==> src/rtl/sram_queue_ctrl.sv <==
// FIFO controller backed by an external 1W/1R SRAM macro with a registered read port.
// A 2-entry output buffer absorbs the one-cycle read latency so dequeue sees a plain FIFO.
module sram_queue_ctrl #(
  parameter int unsigned DEPTH  = 64,
  parameter int unsigned ADDR_W = 6,
  parameter int unsigned DATA_W = 160
) (
  input  logic                clock,
  input  logic                reset,
  input  logic                io_enq_valid,
  output logic                io_enq_ready,
  input  logic [DATA_W-1:0]   io_enq_bits,
  output logic                io_deq_valid,
  input  logic                io_deq_ready,
  output logic [DATA_W-1:0]   io_deq_bits,
  output logic [ADDR_W+1:0]   io_count,
  output logic [ADDR_W-1:0]   mem_W0_addr,
  output logic                mem_W0_en,
  output logic [DATA_W-1:0]   mem_W0_data,
  output logic [ADDR_W-1:0]   mem_R0_addr,
  output logic                mem_R0_en,
  input  logic [DATA_W-1:0]   mem_R0_data
);

  localparam int unsigned CNT_W   = ADDR_W + 1;
  localparam int unsigned COUNT_W = ADDR_W + 2;

  logic [ADDR_W-1:0] wr_ptr_q, wr_ptr_d;
  logic [ADDR_W-1:0] rd_ptr_q, rd_ptr_d;
  logic [CNT_W-1:0]  sram_cnt_q, sram_cnt_d;
  logic [CNT_W-1:0]  unfetched_q, unfetched_d;
  logic              inflight_q, inflight_d;
  logic [1:0]        obuf_cnt_q, obuf_cnt_d;
  logic              obuf_head_q, obuf_head_d;
  logic              obuf_tail_q, obuf_tail_d;
  logic [DATA_W-1:0] obuf_q [2];

  logic       enq_fire_c;
  logic       deq_fire_c;
  logic       issue_c;
  logic       capture_c;
  logic [2:0] rd_demand_c;

  // Handshakes; enq_ready is purely registered so it has no input-to-output path
  assign io_enq_ready = (sram_cnt_q < CNT_W'(DEPTH));
  assign io_deq_valid = (obuf_cnt_q != 2'd0);
  assign io_deq_bits  = obuf_q[obuf_head_q];
  assign enq_fire_c   = io_enq_valid & io_enq_ready & ~reset;
  assign deq_fire_c   = io_deq_valid & io_deq_ready;
  assign capture_c    = inflight_q;
  assign io_count     = COUNT_W'(sram_cnt_q) + COUNT_W'(obuf_cnt_q);

  // Only issue a read when the buffer will have room for the returning data
  assign rd_demand_c = 3'(obuf_cnt_q) + 3'(inflight_q) - 3'(deq_fire_c);
  assign issue_c     = (unfetched_q != '0) && (rd_demand_c < 3'd2) && !reset;

  assign mem_W0_en   = enq_fire_c;
  assign mem_W0_addr = reset ? '0 : wr_ptr_q;
  assign mem_W0_data = io_enq_bits;
  assign mem_R0_en   = issue_c;
  assign mem_R0_addr = reset ? '0 : rd_ptr_q;

  // sram_cnt releases a slot only at capture so it cannot be overwritten while a read is in flight
  always_comb begin
    wr_ptr_d    = wr_ptr_q + ADDR_W'(enq_fire_c);
    rd_ptr_d    = rd_ptr_q + ADDR_W'(issue_c);
    sram_cnt_d  = sram_cnt_q + CNT_W'(enq_fire_c) - CNT_W'(capture_c);
    unfetched_d = unfetched_q + CNT_W'(enq_fire_c) - CNT_W'(issue_c);
    inflight_d  = issue_c;
    obuf_cnt_d  = obuf_cnt_q + 2'(capture_c) - 2'(deq_fire_c);
    obuf_head_d = obuf_head_q ^ deq_fire_c;
    obuf_tail_d = obuf_tail_q ^ capture_c;
  end

  always_ff @(posedge clock) begin
    if (reset) begin
      wr_ptr_q    <= '0;
      rd_ptr_q    <= '0;
      sram_cnt_q  <= '0;
      unfetched_q <= '0;
      inflight_q  <= 1'b0;
      obuf_cnt_q  <= '0;
      obuf_head_q <= 1'b0;
      obuf_tail_q <= 1'b0;
    end else begin
      wr_ptr_q    <= wr_ptr_d;
      rd_ptr_q    <= rd_ptr_d;
      sram_cnt_q  <= sram_cnt_d;
      unfetched_q <= unfetched_d;
      inflight_q  <= inflight_d;
      obuf_cnt_q  <= obuf_cnt_d;
      obuf_head_q <= obuf_head_d;
      obuf_tail_q <= obuf_tail_d;
    end
  end

  // Output buffer payload; occupancy is tracked separately so no reset is needed here
  always_ff @(posedge clock) begin
    if (capture_c && !reset) begin
      obuf_q[obuf_tail_q] <= mem_R0_data;
    end
  end

endmodule

==> config.mk <==
export PLATFORM = sky130hd
export DESIGN_NAME = sram_queue_ctrl
export DESIGN_NICKNAME = d
export VERILOG_FILES = /design/src/rtl/sram_queue_ctrl.sv
export SDC_FILE = /design/constraint.sdc
export NUM_CORES = 1
export LEC_CHECK = 0
export CAP_MARGIN = 15
export CORE_AREA = 2 2 261 263
export CTS_CLUSTER_SIZE = 20
export DETAILED_ROUTE_END_ITERATION = 7
export DIE_AREA = 0 0 263 265
export HOLD_SLACK_MARGIN = 0.1
export REMOVE_ABC_BUFFERS = 1
export SETUP_SLACK_MARGIN = 0.2
export SYNTH_ARGS = -nofsm -noshare
export SYNTH_HDL_FRONTEND = slang
export SYNTH_SLANG_ARGS = --single-unit
==> constraint.sdc <==
create_clock -name clock -period 40.3 [get_ports clock]
set_clock_uncertainty 0.15 [all_clocks]
set_input_delay 4.03 -clock clock [delete_from_list [all_inputs] [get_ports clock]]
set_output_delay 4.03 -clock clock [all_outputs]
set_load 0.02 [all_outputs]
==> metrics.log, run 1 <==
[metrics] RSZ-0062 raised after global routing: false
[metrics] non-filler cells, final: roughly 2000
[metrics] vias after detailed routing: 8656
[metrics] DR iter-0 viols: about 660
[metrics] dominant combinational cell family by area after synthesis: multiplexers
[metrics] total grt overflow: 0
[metrics] aggregate negative setup slack: 0 ns
[metrics] top post-synthesis cells by count: edfxtp_1, buf_4, mux2_2
[metrics] starting utilization of the core area: 0.2203
[metrics] fin crit period: between 10 and 15 ns
[metrics] Crit path arrival time: roughly 6.7 ns
[metrics] Finished Core Util: 0.2896
[metrics] data required time of the critical path: approximately 36 ns
[metrics] reg-to-reg setup timing slack: about 36 ns
[metrics] most repeated cell in the gate-level netlist after synthesis: edfxtp_1
[metrics] max-capacitance violation count: 0
[metrics] simple-gate share of the synthesized area: 0.03155
[metrics] Post-CTS Resized: 0
[metrics] mux share of post-synthesis cell area: 0.1224
[metrics] share of the synthesized area in the top cell type: 0.6531
[metrics] category of cells accounting for the largest share of critical-path delay: buffers and inverters
[metrics] count of standard-cell rows: between 90 and 100
[metrics] category of the most critical setup path: in2out
[metrics] portion of the post-synthesis area used by sequential elements: 0.6952
[metrics] clock net sink count: 351
[metrics] via-per-instance ratio: roughly 4.3
[metrics] wire length of the first global-routing pass: 98460 um
[metrics] TritonCTS Buffers: 42
[metrics] critical path endpoint category: output port
[metrics] count of state elements after synthesis: 351
[metrics] largest fanout on the critical path: 3
[metrics] complex-gate fraction of the synthesized area: 0.01207
[metrics] Warnings, synthesis: 0
[metrics] proportion of power drawn by flip-flops and latches: 0.382
[metrics] first-pass detailed-route iteration total: 5
[metrics] master of the slowest instance on the critical path: clkdlybuf4s50_1
[metrics] post-synthesis cell type with the largest combined area: edfxtp_1
[metrics] number of flops mapped to enable cells by yosys: between 300 and 400
[metrics] CTS Hold Bufs: 0
[metrics] synthesis-to-layout area growth: 31.50%
[metrics] Final Max Tran Viols: 0
[metrics] Max Clk Rate: about 0.09 GHz
[metrics] combinational power share: 0.313
[metrics] relative contribution of the clock network to total power: 0.305
[metrics] GRT Resource Usage Total: 0.2238
[metrics] Worst Tran Pin Value: about 1.1 ns
[metrics] ranking of synthesized cells by area: edfxtp_1, mux2_2, buf_4
[metrics] clock-pin slew reported for the worst setup and hold paths after clock tree synthesis: around 0.06 ns
[metrics] TritonCTS clock tree: done
[metrics] detail-routed net length per standard cell: 39.93 um
[metrics] kind of start point of the critical path: primary input
[metrics] Slowest Stage Delay on Critical Path: about 0.68 ns
[metrics] post-route DRC violation count: 0
[metrics] placed instance count: roughly 1900
[metrics] wire length after detailed routing: around 80000 um
[metrics] leakage component of the power: around 6.4 nW
[metrics] Post-Synth Adder-Cell Area: 0.02925
[metrics] die height: 265 um
[metrics] ports placed on the boundary: between 600 and 700
[metrics] Max H-tree Level: 2
[metrics] period utilisation layout: 0.2710
[metrics] maximum number of pins on one net before global-route repair: 74
[metrics] post-synth design cell area: around 15000 um^2
[metrics] # port buffers: between 300 and 400
[metrics] source-to-sink clock delay at the later pin of the worst-skew pair: 0.55 ns
[metrics] Antenna Violating Nets Remaining: 0
[metrics] post-route worst hold slack: slightly below 0.4 ns
[metrics] status: complete, no violations
[metrics] switching power: about 0.37 mW
[metrics] width of the die: between 200 and 300 um
[metrics] number of global-route vias before repair: 8561
[metrics] Post CTS Setup Buffer Count: 0
[metrics] switching portion of total power: 0.3030
[metrics] Post-Syn Area per Cell: 16.74 um^2
[metrics] ordered list of cells on the worst path: clkdlybuf4s50_1, and2_1, ha_1, inv_1, ha_1, inv_1, fa_1, xnor2_1, nand3_1, a21oi_1, clkdlybuf4s50_1
[metrics] Die ar.: ~70000 um^2
[metrics] share of synthesized registers carrying an async set or reset: 0
[metrics] clock root buffer master: clkbuf_16
[metrics] internal power: 0.8480 mW
[metrics] post-synth cell types: between 40 and 50
[metrics] maximum resistive drop on vdd: 44.29 uV
[metrics] number of buffers between clock root and the deepest sink: 3
[metrics] final weighted congestion in routability-driven placement: slightly above 1
[metrics] type of the worst min-delay path: reg2reg
[metrics] count of buffer and inverter cells on the critical path: 4
[metrics] antenna violations before repair: 10
[metrics] PwrDens: between 60 and 70 nW/um^2
[metrics] core outline area: around 67000 um^2
[metrics] Max-Slew Margin vs Limit: 0.2942
[metrics] detailed placement HPWL: ~66000 um
[metrics] commonest register cell after synthesis: edfxtp_1
[metrics] Final setup violation count: 0
[metrics] fraction of layout cells with a size suffix above 1: 0.2135
[metrics] count of mapped cells out of synthesis: between 800 and 900
[metrics] number of nets in the layout: between 1000 and 1500
[metrics] count of final hold-check violations: 0
[metrics] xor and xnor area share after synthesis: 0.01182
metrics by stage:
stage	total power [mW]	worst slack, ns	cell area (um^2)
after global placement	0.8474	29.33	18010
after floorplan	0.7015	24.39	13370
after global routing	1.274	29.20	19340
final	1.217	29.38	19350
after detailed placement	0.8532	29.38	18010
after CTS	1.230	29.36	19340
worst register-to-register path, delay by kind of cell, from the launching register on:
kind | cells | cell delay [ns]
AND/OR/NAND/NOR | 6 | 1.32
XOR/XNOR | 1 | 0.15
AO/OA/AOI/OAI | 2 | 0.46
flip-flops | 1 | 0.36
buffers and inverters | 3 | 0.16
adder cells (fa/ha/maj) | 6 | 1.49
registers in the layout, summed over array words and instances, names as in the netlist:
signal	cells
obuf_q	320
unfetched_q	7
wr_ptr_q	6
sram_cnt_q	7
capture_c	1
obuf_cnt_q	2
rd_ptr_q	6
obuf_head_q	1
obuf_tail_q	1
final timing paths:
| check | endpoint | start | depth (start not counted) |
|---|---|---|---|
| min reg2reg | wr_ptr_q[5] | wr_ptr_q[5] | 2 |
| max | mem_R0_en | io_deq_ready | 11 |
| min | wr_ptr_q[5] | wr_ptr_q[5] | 2 |
| max reg2reg | unfetched_q[6] | obuf_cnt_q[1] | 18 |
power groups by stage:
stage / Clock (mW) / Combinational (mW) / Sequential [mW]
floorplan: 0 / 0.216 / 0.485
finish: 0.371 / 0.381 / 0.465
global placement: 0 / 0.376 / 0.471
CTS: 0.381 / 0.384 / 0.466
detailed placement: 0 / 0.380 / 0.473
global route: 0.396 / 0.408 / 0.470
cell families after synthesis:
group / count (synthesis)
flip-flops: 351
XOR/XNOR: 19
multiplexers: 160
adder cells (fa/ha/maj): 32
AO/OA/AOI/OAI: 25
buffers and inverters: 208
AND/OR/NAND/NOR: 84
metal layers:
metal	GRT usage	up-vias	wire (um)
met1	0.1417	4104	17990
met2	0.3162	889	32480
met3	0.3168	116	23720
li1	-	3515	-
met4	0.09205	32	3743
met5	0.1899	-	1949
layout make-up:
class	count	area [um^2]
fillers	6633	47450
flip-flops and latches	351	10230
repair buffers	355	3533
multi-input cells	320	3058
clock buffers	51	1106
well taps	873	1092
clock inverters	22	221.5
inverters	25	93.84
diodes	4	10.01
placed cells by master (no fill, tap or decap), drive strengths merged, types with 2 or more instances in the layout:
| master | n |
|---|---|
| a311oi | 2 |
| nand3 | 9 |
| o211ai | 2 |
| nor3 | 2 |
| mux2 | 160 |
| a21oi | 6 |
| bufinv | 4 |
| clkbuf | 51 |
| ha | 28 |
| edfxtp | 320 |
| dfxtp | 31 |
| nor2b | 24 |
| nand2 | 7 |
| nor4b | 2 |
| nor2 | 23 |
| fa | 4 |
| diode | 4 |
| xor2 | 5 |
| o21ai | 3 |
| clkinv | 14 |
| a211o | 3 |
| a21o | 2 |
| buf | 8 |
| nor4 | 4 |
| xnor2 | 14 |
| clkdlybuf4s50 | 347 |
| inv | 28 |
| and3 | 6 |
(Power assumes the default switching activity.)
==> run 2, diff against run 1 <==
- CORE_AREA: 2 2 261 263 -> 2 2 260 262
- DIE_AREA: 0 0 263 265 -> 0 0 262 264
- clock period: 40.3 -> 9.2 ns (I/O delays scaled with it)
==> run 2 against run 1 <==
Combinational power increased to 4.4 times the previous value; critical path type unchanged; count of clock-buffer cells in the layout unchanged; worst hold slack got worse by 0.0055 ns; core utilization increased by 0.20 points; routed wire length increased by 2.3%.
==> metrics.log, run 2 (synthesized netlist as in run 1, its figures left out) <==
[metrics] status: complete, no violations (unchanged)
[metrics] Antenna Violating Nets Remaining: 0 (unchanged)
[metrics] Post-CTS Resized: 0 (unchanged)
[metrics] master of the slowest instance on the critical path: clkdlybuf4s50_1 (unchanged)
[metrics] leakage component of the power: 6.417 nW (was 6.401 nW)
[metrics] # port buffers: 347 (unchanged)
[metrics] number of buffers between clock root and the deepest sink: 3 (unchanged)
[metrics] category of the most critical setup path: in2out (unchanged)
[metrics] relative contribution of the clock network to total power: 0.318 (was 0.305)
[metrics] synthesis-to-layout area growth: 31.94% (was 31.50%)
[metrics] combinational power share: 0.307 (was 0.313)
[metrics] proportion of power drawn by flip-flops and latches: 0.374 (was 0.382)
[metrics] width of the die: 262 um (was 263 um)
[metrics] Final Max Tran Viols: 0 (unchanged)
[metrics] max-capacitance violation count: 0 (unchanged)
[metrics] antenna violations before repair: 6 (was 10)
[metrics] detailed placement HPWL: 68180 um (was 66360 um)
[metrics] wire length after detailed routing: 81720 um (was 79900 um)
[metrics] internal power: 3.804 mW (was 0.8480 mW)
[metrics] maximum resistive drop on vdd: 163.5 uV (was 44.29 uV)
[metrics] Max-Slew Margin vs Limit: 0.1310 (was 0.2942)
[metrics] first-pass detailed-route iteration total: 5 (unchanged)
[metrics] data required time of the critical path: 8.13 ns (was 36.12 ns)
[metrics] Post CTS Setup Buffer Count: 0 (unchanged)
[metrics] RSZ-0062 raised after global routing: false (unchanged)
[metrics] switching power: 1.618 mW (was 0.3687 mW)
[metrics] met1 WL: 18820 um (was 17990 um)
[metrics] post-route DRC violation count: 0 (unchanged)
[metrics] biggest registers after layout: obuf_q (320), sram_cnt_q (7), unfetched_q (7) (unchanged)
[metrics] category of cells accounting for the largest share of critical-path delay: buffers and inverters (unchanged)
[metrics] placed instance count: 1923 (was 1924)
[metrics] type of the worst min-delay path: reg2reg (unchanged)
[metrics] number of nets in the layout: 1449 (was 1451)
[metrics] core outline area: 66560 um^2 (was 66800 um^2)
[metrics] critical path endpoint category: output port (unchanged)
[metrics] via-per-instance ratio: 4.322 (was 4.326)
[metrics] PwrDens: 279.3 nW/um^2 (was 62.89 nW/um^2)
[metrics] kind of start point of the critical path: primary input (unchanged)
[metrics] period utilisation layout: 0.5066
[metrics] clock net sink count: 351 (unchanged)
[metrics] Crit path arrival time: 3.59 ns (was 6.74 ns)
[metrics] largest fanout on the critical path: 3 (unchanged)
[metrics] Final setup violation count: 0 (unchanged)
[metrics] ports placed on the boundary: 668 (unchanged)
[metrics] Slowest Stage Delay on Critical Path: 0.69 ns (was 0.68 ns)
[metrics] count of final hold-check violations: 0 (unchanged)
[metrics] highest metal layer used by the detailed router: met5 (unchanged)
[metrics] placed inst area: 18020 um^2 (was 18010 um^2)
[metrics] count of buffer and inverter cells on the critical path: 4 (unchanged)
[metrics] WL met2: 34740 um (was 32480 um)
[metrics] total grt overflow: 0 (unchanged)
[metrics] source-to-sink clock delay at the later pin of the worst-skew pair: 0.55 ns (about the same)
[metrics] final weighted congestion in routability-driven placement: 1.017 (was 1.009)
[metrics] filler cell count in the final layout: 6630 (was 6633)
[metrics] number of global-route vias before repair: 8602 (was 8561)
[metrics] detail-routed net length per standard cell: 40.92 um (was 39.93 um)
[metrics] clock-pin slew reported for the worst setup and hold paths after clock tree synthesis: 0.05 ns (was 0.06 ns)
[metrics] count of standard-cell rows: 95 (unchanged)
[metrics] Max H-tree Level: 2 (unchanged)
[metrics] clock root buffer master: clkbuf_16 (unchanged)
[metrics] switching portion of total power: 0.2984 (was 0.3030)
[metrics] TritonCTS Buffers: 41 (was 42)
[metrics] ordered list of cells on the worst path: clkdlybuf4s50_1, and2_1, ha_1, inv_1, ha_1, inv_1, fa_1, xnor2_1, nand3_1, a21oi_1, clkdlybuf4s50_1 (unchanged)
[metrics] die height: 264 um (was 265 um)
[metrics] vias after detailed routing: 8632 (was 8656)
[metrics] DR iter-0 viols: 809 (was 655)
[metrics] starting utilization of the core area: 0.2211 (was 0.2203)
[metrics] Biggest register: obuf_q (unchanged)
[metrics] flip-flop count of the largest register, all copies and words added: 320 (unchanged)
[metrics] maximum number of pins on one net before global-route repair: 143 (was 74)
[metrics] TritonCTS clock tree: done (unchanged)
[metrics] leading cell types in the layout, fill and taps excluded: clkdlybuf4s50_1, edfxtp_1, mux2_2, clkbuf_16, dfxtp_1 (unchanged)
[metrics] Layout Cell Area excl Fill: 19410 um^2 (was 19350 um^2)
[metrics] Max Clk Rate: about 0.21 GHz
[metrics] GRT Resource Usage Total: 0.2288 (was 0.2238)
[metrics] met3 routed WL: 23840 um (was 23720 um)
[metrics] non-filler cells, final: 1997 (was 2001)
[metrics] fin crit period: between 4 and 5 ns
[metrics] leading cell type in the layout, fill and taps excluded: clkdlybuf4s50_1 (unchanged)
[metrics] CTS Hold Bufs: 0 (unchanged)
[metrics] fraction of layout cells with a size suffix above 1: 0.2110 (was 0.2135)
[metrics] Die ar.: 69170 um^2 (was 69700 um^2)
[metrics] Worst Tran Pin Value: 1.304 ns (was 1.059 ns)
[metrics] wire length of the first global-routing pass: 98540 um (was 98460 um)
run 2: changes by cell type in the layout (fill, tap and decap cells not counted):
cell	before	now
buf_12	0	1
buf_4	8	6
bufinv_16	4	8
clkbuf_1	8	9
clkbuf_16	43	41
clkbuf_8	0	1
clkinv_1	3	4
clkinv_2	10	5
clkinv_4	1	0
clkinvlp_4	1	2
diode_2	4	1
inv_4	1	0
inv_6	2	3
run 2: layer usage:
layer | vias up | global-route usage
li1 | 3500 | -
met1 | 4144 | 0.1500
met2 | 872 | 0.3377
met3 | 96 | 0.3160
met4 | 20 | 0.07803
met5 | - | 0.1182
run 2: path summary, 6_finish.rpt:
check / start / endpoint / slack (ns) / cells past startpoint
hold / removal: wr_ptr_q[5] / wr_ptr_q[5] / 0.38 / 2
setup reg to reg: obuf_cnt_q[1] / unfetched_q[6] / 5.12 / 18
hold reg to reg: wr_ptr_q[5] / wr_ptr_q[5] / 0.38 / 2
setup / recovery: io_deq_ready / mem_R0_en / 4.54 / 11
run 2: metrics by stage:
step / hold slack [ns] / util / setup WS (ns) / setup TNS, ns / total power, mW
finish: 0.3814 / 0.2917 / 4.539 / 0 / 5.422
global route: 0.4110 / 0.2916 / 4.323 / 0 / 5.654
CTS: 0.3829 / 0.2916 / 4.497 / 0 / 5.476
detailed placement: 0.3658 / 0.2707 / 4.491 / 0 / 3.731
global placement: 0.3476 / 0.2707 / 4.482 / 0 / 3.701
floorplan: 0.3269 / - / -3.602 / -576.29 / 3.073
run 2: cell type report:
class / instances / area (um^2) / share of cell area
repair buffers: 354 / 3538 / 0.1823
inverters: 25 / 93.84 / 0.004834
flip-flops and latches: 351 / 10230 / 0.5271
clock inverters: 22 / 321.6 / 0.01656
clock buffers: 51 / 1074 / 0.05530
well taps: 873 / 1092 / 0.05626
diodes: 1 / 2.502 / 0.0001289
multi-input cells: 320 / 3058 / 0.1575
run 2: worst reg2reg max path: cells and delay by family (launching register included):
family / cells / cell delay [ns]
buffers and inverters: 3 / 0.16
AO/OA/AOI/OAI: 2 / 0.41
XOR/XNOR: 1 / 0.14
flip-flops: 1 / 0.37
adder cells (fa/ha/maj): 6 / 1.47
AND/OR/NAND/NOR: 6 / 1.30
run 2: power groups by stage:
stage	clock network, mW	registers, mW	logic (mW)
global placement	0	2.05	1.65
finish	1.73	2.03	1.67
CTS	1.76	2.03	1.68
floorplan	0	2.13	0.947
global route	1.82	2.04	1.79
detailed placement	0	2.06	1.67
